$ cat src/rtl/shift_arbiter_if.sv
// Requester handshake and shifter peripheral bus shared by shift_arbiter.
// master is the arbiter side; slave is the requesters plus peripheral.
interface shift_arbiter_if;
  logic [1:0]  req_valid;
  logic [31:0] req_value;
  logic [11:0] req_cfg;
  logic [1:0]  req_accept;
  logic [1:0]  done;
  logic [15:0] result;
  logic        busy;
  logic        sh_cs;
  logic        sh_we;
  logic [1:0]  sh_sel;
  logic [15:0] sh_wdata;
  logic [15:0] sh_rdata;

  modport master (
    input  req_valid, req_value, req_cfg, sh_rdata,
    output req_accept, done, result, busy,
    output sh_cs, sh_we, sh_sel, sh_wdata
  );

  modport slave (
    output req_valid, req_value, req_cfg, sh_rdata,
    input  req_accept, done, result, busy,
    input  sh_cs, sh_we, sh_sel, sh_wdata
  );
endinterface

$ cat src/rtl/shift_arbiter.sv
// Round-robin arbiter sharing one memory-mapped shifter between two
// requesters: latches a job, drives the bus sequence, returns the result.
module shift_arbiter #(
  parameter int SHIFT_LAT = 17,
  parameter int LAT_W     = 5
) (
  input logic           clk,
  input logic           reset,
  shift_arbiter_if.master bus
);

  typedef enum logic [2:0] {
    S_IDLE,
    S_WR_ORIG,
    S_WR_INFO,
    S_RESTART,
    S_WAIT,
    S_READ,
    S_DONE
  } state_t;

  state_t state, state_nx;

  logic             rr;
  logic             owner;
  logic             gid;
  logic             grant;
  logic [15:0]      gval;
  logic [5:0]       gcfg;
  logic [15:0]      val;
  logic             dir;
  logic [4:0]       cnt;
  logic [LAT_W-1:0] wcnt;
  logic [15:0]      result_q;
  logic [1:0]       done_q;
  logic             busy_q;
  logic             cs_q, we_q;
  logic [1:0]       sel_q;
  logic [15:0]      wd_q;
  logic             cs_nx, we_nx;
  logic [1:0]       sel_nx;
  logic [15:0]      wd_nx;

  always_comb begin
    gid = 1'b0;
    unique case (1'b1)
      (&bus.req_valid):            gid = ~rr;
      (bus.req_valid == 2'b10):    gid = 1'b1;
      default:                     gid = 1'b0;
    endcase
  end

  assign grant = (state == S_IDLE) && (|bus.req_valid);
  assign gval  = gid ? bus.req_value[31:16] : bus.req_value[15:0];
  assign gcfg  = gid ? bus.req_cfg[11:6] : bus.req_cfg[5:0];

  // Accept is decoded in the grant cycle itself; held low while in reset.
  assign bus.req_accept = (grant && reset) ? (gid ? 2'b10 : 2'b01) : 2'b00;

  always_comb begin
    state_nx = state;
    unique case (state)
      S_IDLE:    if (grant) state_nx = S_WR_ORIG;
      S_WR_ORIG: state_nx = S_WR_INFO;
      S_WR_INFO: state_nx = S_RESTART;
      S_RESTART: state_nx = S_WAIT;
      S_WAIT: begin
        if (wcnt == LAT_W'(SHIFT_LAT - 1)) state_nx = S_READ;
      end
      S_READ:    state_nx = S_DONE;
      S_DONE:    state_nx = S_IDLE;
      default:   state_nx = S_IDLE;
    endcase
  end

  // Bus outputs are registered from the next state so they line up with it.
  always_comb begin
    cs_nx  = 1'b0;
    we_nx  = 1'b0;
    sel_nx = 2'b00;
    wd_nx  = 16'h0000;
    unique case (state_nx)
      S_WR_ORIG: begin
        cs_nx  = 1'b1;
        we_nx  = 1'b1;
        sel_nx = 2'b01;
        wd_nx  = gval;
      end
      S_WR_INFO: begin
        cs_nx  = 1'b1;
        we_nx  = 1'b1;
        sel_nx = 2'b00;
        wd_nx  = {dir, 10'b0, cnt};
      end
      S_RESTART: begin
        cs_nx  = 1'b1;
        sel_nx = 2'b11;
      end
      S_WAIT, S_READ: begin
        cs_nx  = 1'b1;
        sel_nx = 2'b10;
      end
      default: ;
    endcase
  end

  always_ff @(posedge clk or negedge reset) begin
    if (!reset) begin
      state    <= S_IDLE;
      rr       <= 1'b1;
      owner    <= 1'b0;
      val      <= '0;
      dir      <= 1'b0;
      cnt      <= '0;
      wcnt     <= '0;
      result_q <= '0;
      done_q   <= '0;
      busy_q   <= 1'b0;
      cs_q     <= 1'b0;
      we_q     <= 1'b0;
      sel_q    <= '0;
      wd_q     <= '0;
    end else begin
      state  <= state_nx;
      busy_q <= (state_nx != S_IDLE);
      cs_q   <= cs_nx;
      we_q   <= we_nx;
      sel_q  <= sel_nx;
      wd_q   <= wd_nx;
      done_q <= 2'b00;
      if (grant) begin
        rr    <= gid;
        owner <= gid;
        val   <= gval;
        dir   <= gcfg[5];
        cnt   <= gcfg[4:0];
      end
      if (state == S_WAIT) wcnt <= wcnt + LAT_W'(1);
      else                 wcnt <= '0;
      if (state == S_READ) begin
        result_q <= bus.sh_rdata;
        done_q   <= owner ? 2'b10 : 2'b01;
      end
    end
  end

  assign bus.done     = done_q;
  assign bus.result   = result_q;
  assign bus.busy     = busy_q;
  assign bus.sh_cs    = cs_q;
  assign bus.sh_we    = we_q;
  assign bus.sh_sel   = sel_q;
  assign bus.sh_wdata = wd_q;

endmodule

$ cat src/flat_wrapper.sv
// flat-port wrapper written by rule: the top's interface ports become plain ports
module shift_arbiter_flat 
#(
  parameter int SHIFT_LAT = 17,
  parameter int LAT_W     = 5
)
  (clk, reset, bus_req_valid, bus_req_value, bus_req_cfg, bus_sh_rdata, bus_req_accept, bus_done, bus_result, bus_busy, bus_sh_cs, bus_sh_we, bus_sh_sel, bus_sh_wdata);
  shift_arbiter_if bus_i ();
  input logic clk;
  input logic reset;
  input wire logic [$bits(bus_i.req_valid)-1:0] bus_req_valid;
  input wire logic [$bits(bus_i.req_value)-1:0] bus_req_value;
  input wire logic [$bits(bus_i.req_cfg)-1:0] bus_req_cfg;
  input wire logic [$bits(bus_i.sh_rdata)-1:0] bus_sh_rdata;
  output wire logic [$bits(bus_i.req_accept)-1:0] bus_req_accept;
  output wire logic [$bits(bus_i.done)-1:0] bus_done;
  output wire logic [$bits(bus_i.result)-1:0] bus_result;
  output wire logic [$bits(bus_i.busy)-1:0] bus_busy;
  output wire logic [$bits(bus_i.sh_cs)-1:0] bus_sh_cs;
  output wire logic [$bits(bus_i.sh_we)-1:0] bus_sh_we;
  output wire logic [$bits(bus_i.sh_sel)-1:0] bus_sh_sel;
  output wire logic [$bits(bus_i.sh_wdata)-1:0] bus_sh_wdata;
  assign bus_i.req_valid = bus_req_valid;
  assign bus_i.req_value = bus_req_value;
  assign bus_i.req_cfg = bus_req_cfg;
  assign bus_i.sh_rdata = bus_sh_rdata;
  assign bus_req_accept = bus_i.req_accept;
  assign bus_done = bus_i.done;
  assign bus_result = bus_i.result;
  assign bus_busy = bus_i.busy;
  assign bus_sh_cs = bus_i.sh_cs;
  assign bus_sh_we = bus_i.sh_we;
  assign bus_sh_sel = bus_i.sh_sel;
  assign bus_sh_wdata = bus_i.sh_wdata;
  shift_arbiter #(.SHIFT_LAT(SHIFT_LAT), .LAT_W(LAT_W)) u_core (.clk(clk), .reset(reset), .bus(bus_i));
endmodule
$ cat config.mk
export PLATFORM = sky130hd
export DESIGN_NAME = shift_arbiter_flat
export DESIGN_NICKNAME = d
export VERILOG_FILES = /design/src/rtl/shift_arbiter_if.sv /design/src/rtl/shift_arbiter.sv /design/src/flat_wrapper.sv
export SDC_FILE = /design/constraint.sdc
export NUM_CORES = 1
export LEC_CHECK = 0
export CAP_MARGIN = 5
export CORE_ASPECT_RATIO = 0.75
export CORE_MARGIN = 3
export CORE_UTILIZATION = 37
export CTS_CLUSTER_SIZE = 24
export DETAILED_ROUTE_END_ITERATION = 16
export GPL_ROUTABILITY_DRIVEN = 0
export GPL_TIMING_DRIVEN = 0
export PLACE_DENSITY = 0.76
export REMOVE_ABC_BUFFERS = 1
export SYNTH_ARGS = -nofsm -noshare
export SYNTH_HDL_FRONTEND = slang
export SYNTH_SLANG_ARGS = --single-unit
$ cat constraint.sdc
create_clock -name clk -period 1.75 [get_ports clk]
set_clock_uncertainty 0.15 [all_clocks]
set_input_delay 0.2625 -clock clk [delete_from_list [all_inputs] [get_ports clk]]
set_output_delay 0.2625 -clock clk [all_outputs]
set_load 0.01 [all_outputs]
## Word-level counts from Yosys, hierarchy flattened

Cells that the tools add are included.

- Output and inout port bits: 41
- Logic and storage cells: 51
- Bits in registers: 55
- Input port bits: 64

- Bitwise gates (word level): 1
- Reduce and logical (&&, ||, !) cells: 9
- Multiplexer cells: 15
- $add $sub $neg: 1
- Equality and inequality tests: 12

Operators by type and width:

| cell | number |
|---|---|
| case mux 16 bit (2 select lines) | 1 |
| case mux 3 bit (6 select lines) | 1 |
| two-way mux 16 bit | 1 |
| equality test 3 x 2 -> 1 bit, second input constant | 4 |
| equality test 3 bit, second input constant | 4 |
| two-way mux 2 bit | 4 |
| equality test 3 x 1 -> 1 bit, second input constant | 2 |
| two-way mux 3 bit | 2 |
| two-way mux 6 bit | 1 |
| case mux 2 bit (3 select lines) | 1 |
| OR reduction 2 bit | 3 |
| adder 5 x 1 -> 5 bit, second input constant | 1 |
| equality test 5 bit, second input constant | 1 |
| two-way mux 5 bit | 1 |
| OR reduction 5 bit | 1 |
| zero test 3 bit | 1 |
| nonzero test 3 bit | 1 |
| equality test 2 bit, second input constant | 1 |
| logical AND 1 bit | 2 |
| two-way mux 1 bit | 2 |
| case mux 1 bit (2 select lines) | 1 |
| AND reduction 2 bit | 1 |
| NOT 1 bit | 1 |

## Depth between registers and ports, before layout

- Depth after elaboration: 7
- Gate-level depth with buffers: 5

## Least setup slack after synthesis

No wires, ideal clock.

- Path type: register to output
- Start: register u_core.state[1]
- End: output bus_req_accept[0]
- Buffers on the path: 2
- Arrival time: 1311 ps
- Path slack: 27 ps
- Cell stages (with the launch flop): 6
- Cell sequence: dfrtp_1 > buf_4 > nor3_4 > o21ai_2 > clkbuf_1 > nor2_1

- Longest elaborated chain between the ends: 4

Ends and longest elaborated chain:

| what | RTL line | RTL |
|---|---|---|
| start, declared | shift_arbiter.sv:22 | `state_t state, state_nx;` |
| start signal, assigned | shift_arbiter.sv:124 | `state <= state_nx;` |
| zero test 3 bit | shift_arbiter.sv:53 | `assign grant = (state == S_IDLE) && (\|bus.req_valid);` |
| logical AND 1 bit | shift_arbiter.sv:53 |  |
| logical AND 1 bit | shift_arbiter.sv:58 | `assign bus.req_accept = (grant && reset) ? (gid ? 2'b10 : 2'b01) : 2'b00;` |
| two-way mux 2 bit | shift_arbiter.sv:58 |  |
| end, declared | flat_wrapper.sv:15 | `output wire logic [$bits(bus_i.req_accept)-1:0] bus_req_accept;` |

Every way passes these cells.

## Worst setup path in the final report

- Start: register u_core.state[2]
- End: output bus_req_accept[1]

The elaborated chain is that of the path after synthesis.

==> impl_metrics.ini <==
[clock_tree]
worstSkewPairLatency_ps = 300
cts_max_level = 2
cts_num_sinks = 55
numCtsBuffers = 5
cts_tree = yes
cts-root-buf = clkbuf_8
clockBufferDepth = 2
clk_pin_slew_ps = 90

[power]
cellLeakagePower_nw = 1.575
ir_drop_uv = 521.4
power_density_mw_per_mm2 = 1422

[routing]
drc = 0
vias = 1778
first_iter_violations = 61
met1_length_um = 2519
wl_met3_um = 622
drt.antenna.violating_nets = 0
drt-total-wl_um = 5651
firstDrtPassIters = 4
top_layer_used = met4
vias_per_cell = 4.642
routedWlPerCell_um = 14.75
dr_wl_met2_um = 2450

[floorplanning]
core-area_mm2 = 0.005916
num_io_pins = 105
dieArea_mm2 = 0.007203
die_h_um = 74.26
initial_utilization_pct = 38.85
die_w_um = 97.01
rows = 24

[placement]
io_buffers = 104
dp_hpwl_um = 3719

[timing]
fin_ws_ps = -64.44
finalSetupTns_ps = -180.6
clock.fmax_mhz = 551.1
fin_hold_ws_ps = 301.5
grt_setup_unrepaired = true
fin_crit_sh_pct = 103.7
final_max_slew_viol_count = 0
worst_pin_slew_ps = 768.7
layout_min_cycle_time_ps = 1814
finalSetupViolations = 7
timing.slew.headroom_pct = 48.58
finalHoldViolations = 0

[setup_path]
crit_arrival_ps = 1400
start_kind = register
reg2reg_from = u_core.rr$_DFFE_PN1P_
required_ps = 1340
crit_path_end_kind = output port
critPathMaxFanout = 2
endpoint = bus_req_accept[1]
worstReg2RegEnd = u_core.dir$_DFFE_PN0P_
reg2reg_slack_ps = -40
criticalPathCategory = register to output port
reg2reg_depth = 5
startpoint = u_core.state[2]$_DFF_PN0_

[layout]
synthToLayoutAreaGrowth_pct = 59.06
diodes = 0
drive_gt1_share_pct = 20.66
nNetsFinal = 370
n_fill_cell = 481
final_core_util_pct = 61.80

[yosys]
yosys_warnings = 0
synth_top_cell_area_share_pct = 58.79
avgSynthCellArea_um2 = 12.29
synth_top_area_cell = dfrtp_1
synth.most_common_cell = dfrtp_1
synth_flop_cell = dfrtp_1
synth_edf_count = 0
ys_ff_latch = 55
synth_area_mm2 = 0.002298
synthArstFlopShare_pct = 100.0
syn_inst = 187
synthTopCellsByArea = dfrtp_1 59%, mux2_2 14%, nand2_1 5.2%
synthTopCellsByCount = 54 x dfrtp_1, 32 x nand2_1, 28 x mux2_2
netlist-cell-type-count = 31
synth_seq_area_share_pct = 59.93

[grt]
grt_max_degree = 38
antenna_found_initial = 0
overflow = 0
gr-usage-all-layers_pct = 16.02
grt_pass1_wl_um = 8997
grt_pass1_vias = 1779

[status]
violations = negative setup slack
status = finished with violations

[job]
maxCapViolCount = 0

[worst_hold_path]
hold_class = register to register
hp-start = u_core.owner$_DFFE_PN0P_
sequential cells by signal, summed over array words and instances, names as in the netlist, 2 cells and up:
signal               cells
u_core.bus.done          2
u_core.bus.result       16
u_core.bus.sh_sel        2
u_core.bus.sh_wdata     16
u_core.cnt               5
u_core.state             3
u_core.wcnt              5
worst min path at each step:
stage / endpoint / slack [ps] / cells after the start
6_report: u_core.bus.done[0]$_DFF_PN0_ / 300 / 1
5_1_grt: u_core.bus.sh_wdata[14]$_DFF_PN0_ / 350 / 3
4_1_cts: u_core.bus.done[0]$_DFF_PN0_ / 310 / 1
3_5_place_dp: u_core.bus.result[2]$_DFFE_PN0P_ / 80 / 1
3_3_place_gp: u_core.bus.done[0]$_DFF_PN0_ / 300 / 1
2_1_floorplan: u_core.bus.busy$_DFF_PN0_ / -180 / 0
layout by cell type (no fill, tap or decap), types with 3 or more instances in the layout:
cell / instances
a21oi_1: 11
buf_4: 8
clkbuf_8: 7
clkdlybuf4s50_1: 99
dfrtp_1: 51
dfrtp_2: 3
inv_1: 4
mux2_2: 28
mux2i_1: 7
nand2_1: 32
nand3_1: 3
nor2_1: 11
o21ai_0: 7
cell families after synthesis:
| group | Yosys count | share of synthesized area (%) |
|---|---|---|
| simple gates | 51 | 10.02 |
| compound gates | 27 | 7.295 |
| xor+xnor | 3 | 1.143 |
| flops | 55 | 59.94 |
| fa+ha+maj | 2 | 1.089 |
| buf+inv | 13 | 3.103 |
| mux | 36 | 17.42 |
repair_timing:
item / CTS / global route
pin swaps: 1 / 3
gates resized for setup: 18 / 2
cloned: 2 / 0
hold buffers: 3 / 0
endpoints found under the hold margin: 17 / 0
setup buffers: 9 / 0
setup endpoints to repair: 28 / 8
stage by stage:
step | total power [W] | cells | setup slack (ps) | instance area, µm²
after floorplan | 0.003097 | 178 | -237.6 | 2242
after global placement | 0.004212 | 360 | -2164 | 3381
after detailed placement | 0.004278 | 361 | -1381 | 3396
after CTS | 0.005255 | 383 | -53.58 | 3645
after global routing | 0.005532 | 383 | -107.4 | 3656
final | 0.005200 | 383 | -64.44 | 3656
power by group:
| group | internal [W] | switching [W] |
|---|---|---|
| clock network | 0.000362 | 0.000379 |
| registers | 0.00180 | 0.000233 |
| logic | 0.00139 | 0.00103 |
| total | 0.00355 | 0.00165 |
critical path: stages, from the launching register on:
cell	delay (ps)
dfrtp_2	440
nor3_4	240
buf_4	160
and3_4	170
buf_6	100
per-layer routing:
metal  track usage [%]  vias to the layer above
met2             25.15                       94
met1             20.92                      808
met4             4.206                        0
met3             6.560                        8
met5                 0                        -
li1                  -                      868
area by class of cell:
cell class	instances	area, µm²	share of cell area, %
Inverter	4	15.01	0.4107
Timing Repair Buffer	117	1161	31.76
Clock buffer	8	100.1	2.738
Sequential cell	55	1381	37.78
Tap cell	78	97.59	2.669
Multi-Input combinational cell	121	900.9	24.64
Note: power is estimated with default switching activity, not from simulation.
